--- src/rtl/control_pipeline_regs_if.sv ---
// Control bundle between decoder/datapath and the pipeline control registers:
// ID-stage fields and hazard inputs in, per-stage EX/MEM/WB controls out.
interface control_pipeline_regs_if #(
  parameter int RD_W     = 5,
  parameter int ALU_FN_W = 3
);
  logic                stall_d;
  logic                reg_write_d;
  logic [1:0]          result_src_d;
  logic                mem_write_d;
  logic                alu_src_d;
  logic [ALU_FN_W-1:0] alu_function_d;
  logic                beq_d;
  logic                bne_d;
  logic                jump_d;
  logic                jalr_d;
  logic [RD_W-1:0]     rd_d;
  logic                zero_e;

  logic                alu_src_e;
  logic [ALU_FN_W-1:0] alu_function_e;
  logic [1:0]          pc_src_e;
  logic                flush_d;
  logic                result_src_e_load;
  logic [RD_W-1:0]     rd_e;
  logic                reg_write_m;
  logic                mem_write_m;
  logic [1:0]          result_src_m;
  logic [RD_W-1:0]     rd_m;
  logic                reg_write_w;
  logic [1:0]          result_src_w;
  logic [RD_W-1:0]     rd_w;

  modport master (
    output stall_d, reg_write_d, result_src_d, mem_write_d, alu_src_d,
           alu_function_d, beq_d, bne_d, jump_d, jalr_d, rd_d, zero_e,
    input  alu_src_e, alu_function_e, pc_src_e, flush_d, result_src_e_load,
           rd_e, reg_write_m, mem_write_m, result_src_m, rd_m,
           reg_write_w, result_src_w, rd_w
  );

  modport slave (
    input  stall_d, reg_write_d, result_src_d, mem_write_d, alu_src_d,
           alu_function_d, beq_d, bne_d, jump_d, jalr_d, rd_d, zero_e,
    output alu_src_e, alu_function_e, pc_src_e, flush_d, result_src_e_load,
           rd_e, reg_write_m, mem_write_m, result_src_m, rd_m,
           reg_write_w, result_src_w, rd_w
  );
endinterface

--- src/rtl/control_pipeline_regs.sv ---
// ID/EX, EX/MEM, MEM/WB control registers with branch/jump resolution in EX.
// Latency: ID->EX 1, ->MEM 2, ->WB 3 cycles; pc_src_e/flush_d combinational from EX.
// No backpressure: stall or taken transfer loads a bubble into EX, later stages always advance.
module control_pipeline_regs #(
  parameter int RD_W     = 5,
  parameter int ALU_FN_W = 3
) (
  input logic                   clk,
  input logic                   rst,
  control_pipeline_regs_if.slave bus
);

  typedef struct packed {
    logic                reg_write;
    logic [1:0]          result_src;
    logic                mem_write;
    logic                alu_src;
    logic [ALU_FN_W-1:0] alu_function;
    logic                beq;
    logic                bne;
    logic                jump;
    logic                jalr;
    logic [RD_W-1:0]     rd;
  } ex_t;

  typedef struct packed {
    logic            reg_write;
    logic            mem_write;
    logic [1:0]      result_src;
    logic [RD_W-1:0] rd;
  } mem_t;

  typedef struct packed {
    logic            reg_write;
    logic [1:0]      result_src;
    logic [RD_W-1:0] rd;
  } wb_t;

  ex_t  ex_q, ex_nxt;
  mem_t mem_q;
  wb_t  wb_q;
  logic taken_e;
  logic bubble;

  // beq and bne together evaluate as an OR, i.e. always taken
  always_comb begin
    taken_e = ex_q.jump | ex_q.jalr
            | (ex_q.beq & bus.zero_e)
            | (ex_q.bne & ~bus.zero_e);
    bubble  = bus.stall_d | taken_e;

    ex_nxt = '0;
    if (!bubble) begin
      ex_nxt.reg_write    = bus.reg_write_d & (bus.rd_d != '0);
      ex_nxt.result_src   = bus.result_src_d;
      ex_nxt.mem_write    = bus.mem_write_d;
      ex_nxt.alu_src      = bus.alu_src_d;
      ex_nxt.alu_function = bus.alu_function_d;
      ex_nxt.beq          = bus.beq_d;
      ex_nxt.bne          = bus.bne_d;
      ex_nxt.jump         = bus.jump_d;
      ex_nxt.jalr         = bus.jalr_d;
      ex_nxt.rd           = bus.rd_d;
    end
  end

  always_ff @(posedge clk or posedge rst) begin
    if (rst) begin
      ex_q  <= '0;
      mem_q <= '0;
      wb_q  <= '0;
    end else begin
      ex_q             <= ex_nxt;
      mem_q.reg_write  <= ex_q.reg_write;
      mem_q.mem_write  <= ex_q.mem_write;
      mem_q.result_src <= ex_q.result_src;
      mem_q.rd         <= ex_q.rd;
      wb_q.reg_write   <= mem_q.reg_write;
      wb_q.result_src  <= mem_q.result_src;
      wb_q.rd          <= mem_q.rd;
    end
  end

  assign bus.pc_src_e          = ex_q.jalr ? 2'b10 : (taken_e ? 2'b01 : 2'b00);
  assign bus.flush_d           = taken_e;
  assign bus.alu_src_e         = ex_q.alu_src;
  assign bus.alu_function_e    = ex_q.alu_function;
  assign bus.result_src_e_load = (ex_q.result_src == 2'b01);
  assign bus.rd_e              = ex_q.rd;
  assign bus.reg_write_m       = mem_q.reg_write;
  assign bus.mem_write_m       = mem_q.mem_write;
  assign bus.result_src_m      = mem_q.result_src;
  assign bus.rd_m              = mem_q.rd;
  assign bus.reg_write_w       = wb_q.reg_write;
  assign bus.result_src_w      = wb_q.result_src;
  assign bus.rd_w              = wb_q.rd;

endmodule

--- src/flat_wrapper.sv ---
// flat-port wrapper written by rule: the top's interface ports become plain ports
module control_pipeline_regs_flat 
#(
  parameter int RD_W     = 5,
  parameter int ALU_FN_W = 3
)
  (clk, rst, bus_stall_d, bus_reg_write_d, bus_result_src_d, bus_mem_write_d, bus_alu_src_d, bus_alu_function_d, bus_beq_d, bus_bne_d, bus_jump_d, bus_jalr_d, bus_rd_d, bus_zero_e, bus_alu_src_e, bus_alu_function_e, bus_pc_src_e, bus_flush_d, bus_result_src_e_load, bus_rd_e, bus_reg_write_m, bus_mem_write_m, bus_result_src_m, bus_rd_m, bus_reg_write_w, bus_result_src_w, bus_rd_w);
  control_pipeline_regs_if #(.RD_W(RD_W), .ALU_FN_W(ALU_FN_W)) bus_i ();
  input logic clk;
  input logic rst;
  input wire logic [$bits(bus_i.stall_d)-1:0] bus_stall_d;
  input wire logic [$bits(bus_i.reg_write_d)-1:0] bus_reg_write_d;
  input wire logic [$bits(bus_i.result_src_d)-1:0] bus_result_src_d;
  input wire logic [$bits(bus_i.mem_write_d)-1:0] bus_mem_write_d;
  input wire logic [$bits(bus_i.alu_src_d)-1:0] bus_alu_src_d;
  input wire logic [$bits(bus_i.alu_function_d)-1:0] bus_alu_function_d;
  input wire logic [$bits(bus_i.beq_d)-1:0] bus_beq_d;
  input wire logic [$bits(bus_i.bne_d)-1:0] bus_bne_d;
  input wire logic [$bits(bus_i.jump_d)-1:0] bus_jump_d;
  input wire logic [$bits(bus_i.jalr_d)-1:0] bus_jalr_d;
  input wire logic [$bits(bus_i.rd_d)-1:0] bus_rd_d;
  input wire logic [$bits(bus_i.zero_e)-1:0] bus_zero_e;
  output wire logic [$bits(bus_i.alu_src_e)-1:0] bus_alu_src_e;
  output wire logic [$bits(bus_i.alu_function_e)-1:0] bus_alu_function_e;
  output wire logic [$bits(bus_i.pc_src_e)-1:0] bus_pc_src_e;
  output wire logic [$bits(bus_i.flush_d)-1:0] bus_flush_d;
  output wire logic [$bits(bus_i.result_src_e_load)-1:0] bus_result_src_e_load;
  output wire logic [$bits(bus_i.rd_e)-1:0] bus_rd_e;
  output wire logic [$bits(bus_i.reg_write_m)-1:0] bus_reg_write_m;
  output wire logic [$bits(bus_i.mem_write_m)-1:0] bus_mem_write_m;
  output wire logic [$bits(bus_i.result_src_m)-1:0] bus_result_src_m;
  output wire logic [$bits(bus_i.rd_m)-1:0] bus_rd_m;
  output wire logic [$bits(bus_i.reg_write_w)-1:0] bus_reg_write_w;
  output wire logic [$bits(bus_i.result_src_w)-1:0] bus_result_src_w;
  output wire logic [$bits(bus_i.rd_w)-1:0] bus_rd_w;
  assign bus_i.stall_d = bus_stall_d;
  assign bus_i.reg_write_d = bus_reg_write_d;
  assign bus_i.result_src_d = bus_result_src_d;
  assign bus_i.mem_write_d = bus_mem_write_d;
  assign bus_i.alu_src_d = bus_alu_src_d;
  assign bus_i.alu_function_d = bus_alu_function_d;
  assign bus_i.beq_d = bus_beq_d;
  assign bus_i.bne_d = bus_bne_d;
  assign bus_i.jump_d = bus_jump_d;
  assign bus_i.jalr_d = bus_jalr_d;
  assign bus_i.rd_d = bus_rd_d;
  assign bus_i.zero_e = bus_zero_e;
  assign bus_alu_src_e = bus_i.alu_src_e;
  assign bus_alu_function_e = bus_i.alu_function_e;
  assign bus_pc_src_e = bus_i.pc_src_e;
  assign bus_flush_d = bus_i.flush_d;
  assign bus_result_src_e_load = bus_i.result_src_e_load;
  assign bus_rd_e = bus_i.rd_e;
  assign bus_reg_write_m = bus_i.reg_write_m;
  assign bus_mem_write_m = bus_i.mem_write_m;
  assign bus_result_src_m = bus_i.result_src_m;
  assign bus_rd_m = bus_i.rd_m;
  assign bus_reg_write_w = bus_i.reg_write_w;
  assign bus_result_src_w = bus_i.result_src_w;
  assign bus_rd_w = bus_i.rd_w;
  control_pipeline_regs #(.RD_W(RD_W), .ALU_FN_W(ALU_FN_W)) u_core (.clk(clk), .rst(rst), .bus(bus_i));
endmodule
--- config.mk ---
export PLATFORM = sky130hd
export DESIGN_NAME = control_pipeline_regs_flat
export DESIGN_NICKNAME = d
export VERILOG_FILES = /design/src/rtl/control_pipeline_regs_if.sv /design/src/rtl/control_pipeline_regs.sv /design/src/flat_wrapper.sv
export SDC_FILE = /design/constraint.sdc
export NUM_CORES = 1
export LEC_CHECK = 0
export BUFFER_PORTS_ARGS = -buffer_cell sky130_fd_sc_hd__buf_2
export CAP_MARGIN = 20
export CORE_MARGIN = 2
export CORE_UTILIZATION = 40
export DETAILED_ROUTE_END_ITERATION = 12
export PLACE_DENSITY = 0.7
export SETUP_SLACK_MARGIN = 0.3
export SYNTH_ARGS = -nofsm -noshare
export SYNTH_HDL_FRONTEND = slang
export SYNTH_SLANG_ARGS = --single-unit
--- constraint.sdc ---
create_clock -name clk -period 1.2 [get_ports clk]
set_clock_uncertainty 0.05 [all_clocks]
set_input_delay 0.12 -clock clk [delete_from_list [all_inputs] [get_ports clk]]
set_output_delay 0.12 -clock clk [all_outputs]
set_load 0.005 [all_outputs]
---- After elaboration in Yosys (flattened, before gate mapping) ----
Index checks and enable logic that the tools add are counted.
storage, ports and cells
  register bits after elaboration ......... 34
  output and inout port bits .............. 30
operators by class
  equal/unequal tests ..................... 1
  multiplexer cells ....................... 3
  bitwise operators ....................... 8
  reductions and logical operators ........ 1
operators with widths
  operator                                                         count
  17-bit two-way mux                                               1
  5-bit nonzero test                                               1
  1-bit OR                                                         4
  1-bit AND                                                        3
  2-bit by 1-bit == test with 1-bit output, second input constant  1
  2-bit two-way mux                                                1
  1-bit two-way mux                                                1
  1-bit NOT                                                        1

---- Logic depth before layout (Yosys ltp) ----
  depth in word-level cells ............... 5
  mapped depth ............................ 4
  depth with buffers taken out ............ 3

---- Least setup slack after synthesis ----
Ideal clock, no wire load.
  path kind ............................... reg2reg
  start ................................... reg u_core.ex_q[7] (netlist bit)
  end ..................................... reg u_core.ex_q[16] (netlist bit)
  arrival ................................. 1.152 ns
  required time ........................... 1.055 ns
  slack ................................... -0.097 ns
  stages on the path, launching flop included .. 4
  path buffers ............................ 0
  period minus slack after synthesis ...... 1.297 ns
  cell sequence ........................... dfrtp_1 mux2_4 or3_4 nor4b_2
RTL lines
  element                 line                         RTL
  from (decl)             control_pipeline_regs.sv:39  ex_t ex_q, ex_nxt;
  from (signal assigned)  control_pipeline_regs.sv:73  ex_q <= ex_nxt;

---- Worst setup path in the final report ----
  start ................................... reg u_core.ex_q[7] (netlist bit)
  end ..................................... out bus_pc_src_e[0]
between the ends
  longest elaborated chain between the ends .. 4
RTL lines
  element            line                         RTL
  1-bit AND          control_pipeline_regs.sv:49  | (ex_q.bne & ~bus.zero_e);
  1-bit OR           control_pipeline_regs.sv:49
  1-bit two-way mux  control_pipeline_regs.sv:84  assign bus.pc_src_e = ex_q.jalr ? 2'b10 : (taken_e ? 2'b01 : 2'b00);
  2-bit two-way mux  control_pipeline_regs.sv:84
  to (decl)          flat_wrapper.sv:25           output wire logic [$bits(bus_i.pc_src_e)-1:0] bus_pc_src_e;
Every way passes these cells.

==> insert_results.sql <==
INSERT INTO impl_metrics (metric_group, metric, value, unit) VALUES
('setup_path', 'worstSetupPathType', 'register to output port', ''),
('setup_path', 'critical_path_endpoint_category', 'output port', ''),
('yosys', 'postSynthCellCount', '69', ''),
('floorplan', 'io_pins', '51', ''),
('global_routing', 'maximum_number_of_pins_on_one_net_before_global_route_repair', '35', ''),
('final_layout', 'multiInputGateArea', '235.2', 'um2'),
('drt', 'vias_per_cell', '4.326', ''),
('sta', 'setup_violations', '20', ''),
('power_and_ir_drop', 'ir_worst_vdd', '1158', 'uV'),
('final_layout', 'n_fill_cell', '200', ''),
('setup_path', 'slowest_delay', '0.37', 'ns'),
('yosys', 'total_number_of_yosys_warnings', '0', ''),
('outcome', 'violated_checks', 'setup timing', ''),
('final_layout', 'seqCellArea', '850.8', 'um2'),
('global_routing', 'grt_first_pass_wirelength', '3477', 'um'),
('setup_path', 'type_of_origin_of_the_critical_path', 'register', ''),
('setup_path', 'crit_path_start', 'u_core.ex_q[7]$_DFF_PP0_', ''),
('drt', 'detail_route.drc_violations', '0', ''),
('drt', 'ant_nets', '0', ''),
('sta', 'finalMaxSlewViolations', '0', ''),
('yosys', 'post-synth-top-area-fraction', '76.40', '%'),
('drt', 'first_iter_violations', '3', ''),
('global_routing', 'global_route.usage.total', '14.99', '%'),
('floorplan', 'floorplan_die_width', '56.76', 'um'),
('yosys', 'postSynthRegisterBits', '34', ''),
('drt', 'drt_pass1_iterations', '3', ''),
('global_routing', 'antenna_violations_before_repair', '0', ''),
('outcome', 'status', 'finished with violations', ''),
('floorplan', 'floorplan.initialDensity', '41.09', '%'),
('yosys', 'postSynthNetCount', '90', ''),
('hold_path', 'hp-class', 'primary input to register', ''),
('sta', 'post-route-period-util', '146.5', '%'),
('hold_path', 'timing.hold.worst.start', 'bus_stall_d', ''),
('run', 'drv_cap', '0', ''),
('global_routing', 'first_global_vias', '799', ''),
('floorplan', 'die-height', '56.76', 'um'),
('floorplan', 'rows', '19', ''),
('clock_tree', 'clock_latency', '0.33', 'ns'),
('yosys', 'yosys.area.top_type', 'dfrtp_1', ''),
('sta', 'rsz0062_at_grt', 'true', ''),
('final_layout', 'finish.instance_area', '0.001782', 'mm2'),
('place', 'place_area', '0.001379', 'mm2'),
('setup_path', 'timing.reg2reg.worst_path_depth', '6', ''),
('setup_path', 'worstReg2RegStart', 'u_core.ex_q[7]$_DFF_PP0_', ''),
('sta', 'worst-slew-pin-transition', '0.2544', 'ns'),
('sta', 'setup_ws_final', '-0.5576', 'ns'),
('sta', 'achievable-frequency', '568.9', 'MHz'),
('final_layout', 'layout-drive-gt1-share', '60.00', '%'),
('place', 'detailedPlacementHpwl', '1323', 'um'),
('final_layout', 'layout.cells.most_common', 'buf_2', ''),
('setup_path', 'worst_r2r_endpoint', 'u_core.ex_q[16]$_DFF_PP0_', ''),
('clock_tree', 'ctsLongestPathBuffers', '2', ''),
('place', 'numPortBuffers', '50', ''),
('floorplan', 'fp.coreArea', '0.002710', 'mm2'),
('place', 'place.gp.congestion', '0.6287', ''),
('clock_tree', 'htree_num_levels', '2', ''),
('global_routing', 'total_congestion_overflow_after_global_routing', '0', ''),
('sta', 'slew_headroom', '82.91', '%'),
('yosys', 'syn-mean-instance-area', '16.14', 'um2'),
('setup_path', 'timing.critical_path.fanout_max', '2', ''),
('final_layout', 'layout-area-overhead-vs-synth', '60.00', '%'),
('drt', 'wirelength', '2311', 'um'),
('final_layout', 'n_antenna_cell', '0', ''),
('clock_tree', 'numCtsBuffers', '5', ''),
('sta', 'final_period_minus_worst_setup_slack', '1.758', 'ns'),
('floorplan', 'fp.dieArea', '0.003222', 'mm2'),
('setup_path', 'data_required_critical_path', '1.03', 'ns'),
('clock_tree', 'cts_root_buf', 'clkbuf_4', ''),
('setup_path', 'crit_path_top_delay_cell', 'dfrtp_1', ''),
('drt', 'total_number_of_vias', '783', ''),
('yosys', 'synthTopCellsByArea', 'dfrtp_1, and2_1, buf_4, nor4_4, mux2_4', '');
==> Yosys cell counts <==
cell type  number
or3_4           1
inv_1           1
dfrtp_1        34
nor4b_2         1
nor2b_1         2
and2_1         16
clkbuf_2        1
or4_1           1
nor4_4          1
nor2_1          1
mux2_4          1
buf_4           9
==> critical path, delay by kind of cell, from the launching register on <==
kind,cells,cell delay (ns)
AND/OR/NAND/NOR,2,0.48
multiplexers,1,0.29
buffers and inverters,1,0.12
flip-flops,1,0.37
==> report_power, final <==
group          switching (mW)  leakage (nW)  internal, mW  total [mW]
clock network           0.355        0.0353         0.284       0.638
logic                   0.153         0.497         0.274       0.427
registers              0.0316         0.453          1.23        1.26
==> timing repair <==
action / CTS / global route
resized for setup: 8 / 16
hold buffers: 19 / 0
setup endpoints to repair: 47 / 47
setup buffers: 7 / 2
endpoints found under the hold margin: 51 / 0
pin swaps: 1 / 6
cloned: 0 / 1
==> cells by family (layout without fill, tap and decap cells) <==
kind of cell	Yosys count	in the layout	share of synthesized area (%)
buffers and inverters	11	92	6.853
DFF	34	34	76.40
muxes	1	1	1.348
and+or+nand+nor	23	23	15.39
==> metrics by stage <==
step | std cells | setup TNS, ns | hold slack, ns | util, % | power [mW]
2_1_floorplan | 69 | -0.6980 | 0.01084 | - | 1.409
3_3_place_gp | 144 | -0.3648 | 0.1083 | 50.88 | 1.520
3_5_place_dp | 144 | -0.6715 | 0.1151 | 50.88 | 1.535
4_1_cts | 178 | -6.113 | 0.1792 | 63.34 | 2.292
5_1_grt | 181 | -7.270 | 0.1862 | 65.74 | 2.429
6_report | 181 | -6.441 | 0.1867 | 65.74 | 2.323
==> registers in the layout, indices dropped and copies added (netlist names) <==
register / cells
u_core.ex_q: 8
u_core.bus.rd_e: 5
u_core.bus.rd_m: 5
u_core.bus.rd_w: 5
u_core.bus.alu_function_e: 3
u_core.bus.result_src_m: 2
u_core.bus.result_src_w: 2
u_core.bus.alu_src_e: 1
u_core.bus.mem_write_m: 1
u_core.bus.reg_write_m: 1
u_core.bus.reg_write_w: 1
==> final cells by class <==
type | instances | share of cell area, %
inverter | 1 | 0.4213
clock buffer | 7 | 3.090
timing repair buffer | 83 | 33.08
clock inverter | 1 | 0.2809
tap | 31 | 2.177
multi-input combinational | 24 | 13.20
sequential | 34 | 47.75
==> how the worst max path moves through the flow <==
stage / slack (ns) / cells past startpoint / end
2_1_floorplan: -0.1 / 3 / u_core.ex_q[16]$_DFF_PP0_
4_1_cts: -0.55 / 4 / bus_pc_src_e[0]
3_5_place_dp: -0.23 / 4 / bus_pc_src_e[0]
3_3_place_gp: -0.20 / 4 / bus_pc_src_e[0]
5_1_grt: -0.59 / 4 / bus_pc_src_e[0]
6_report: -0.56 / 4 / bus_pc_src_e[0]
==> metal layers <==
metal  routed length [um]  vias to the layer above  global-route usage, %
li1                     -                      366                      -
met1                  784                      374                  14.18
met2                 1282                       37                  27.24
met3                  187                        6                  7.373
met4                   57                        0                  5.980
met5                    0                        -                      0
(Power assumes the default switching activity.)
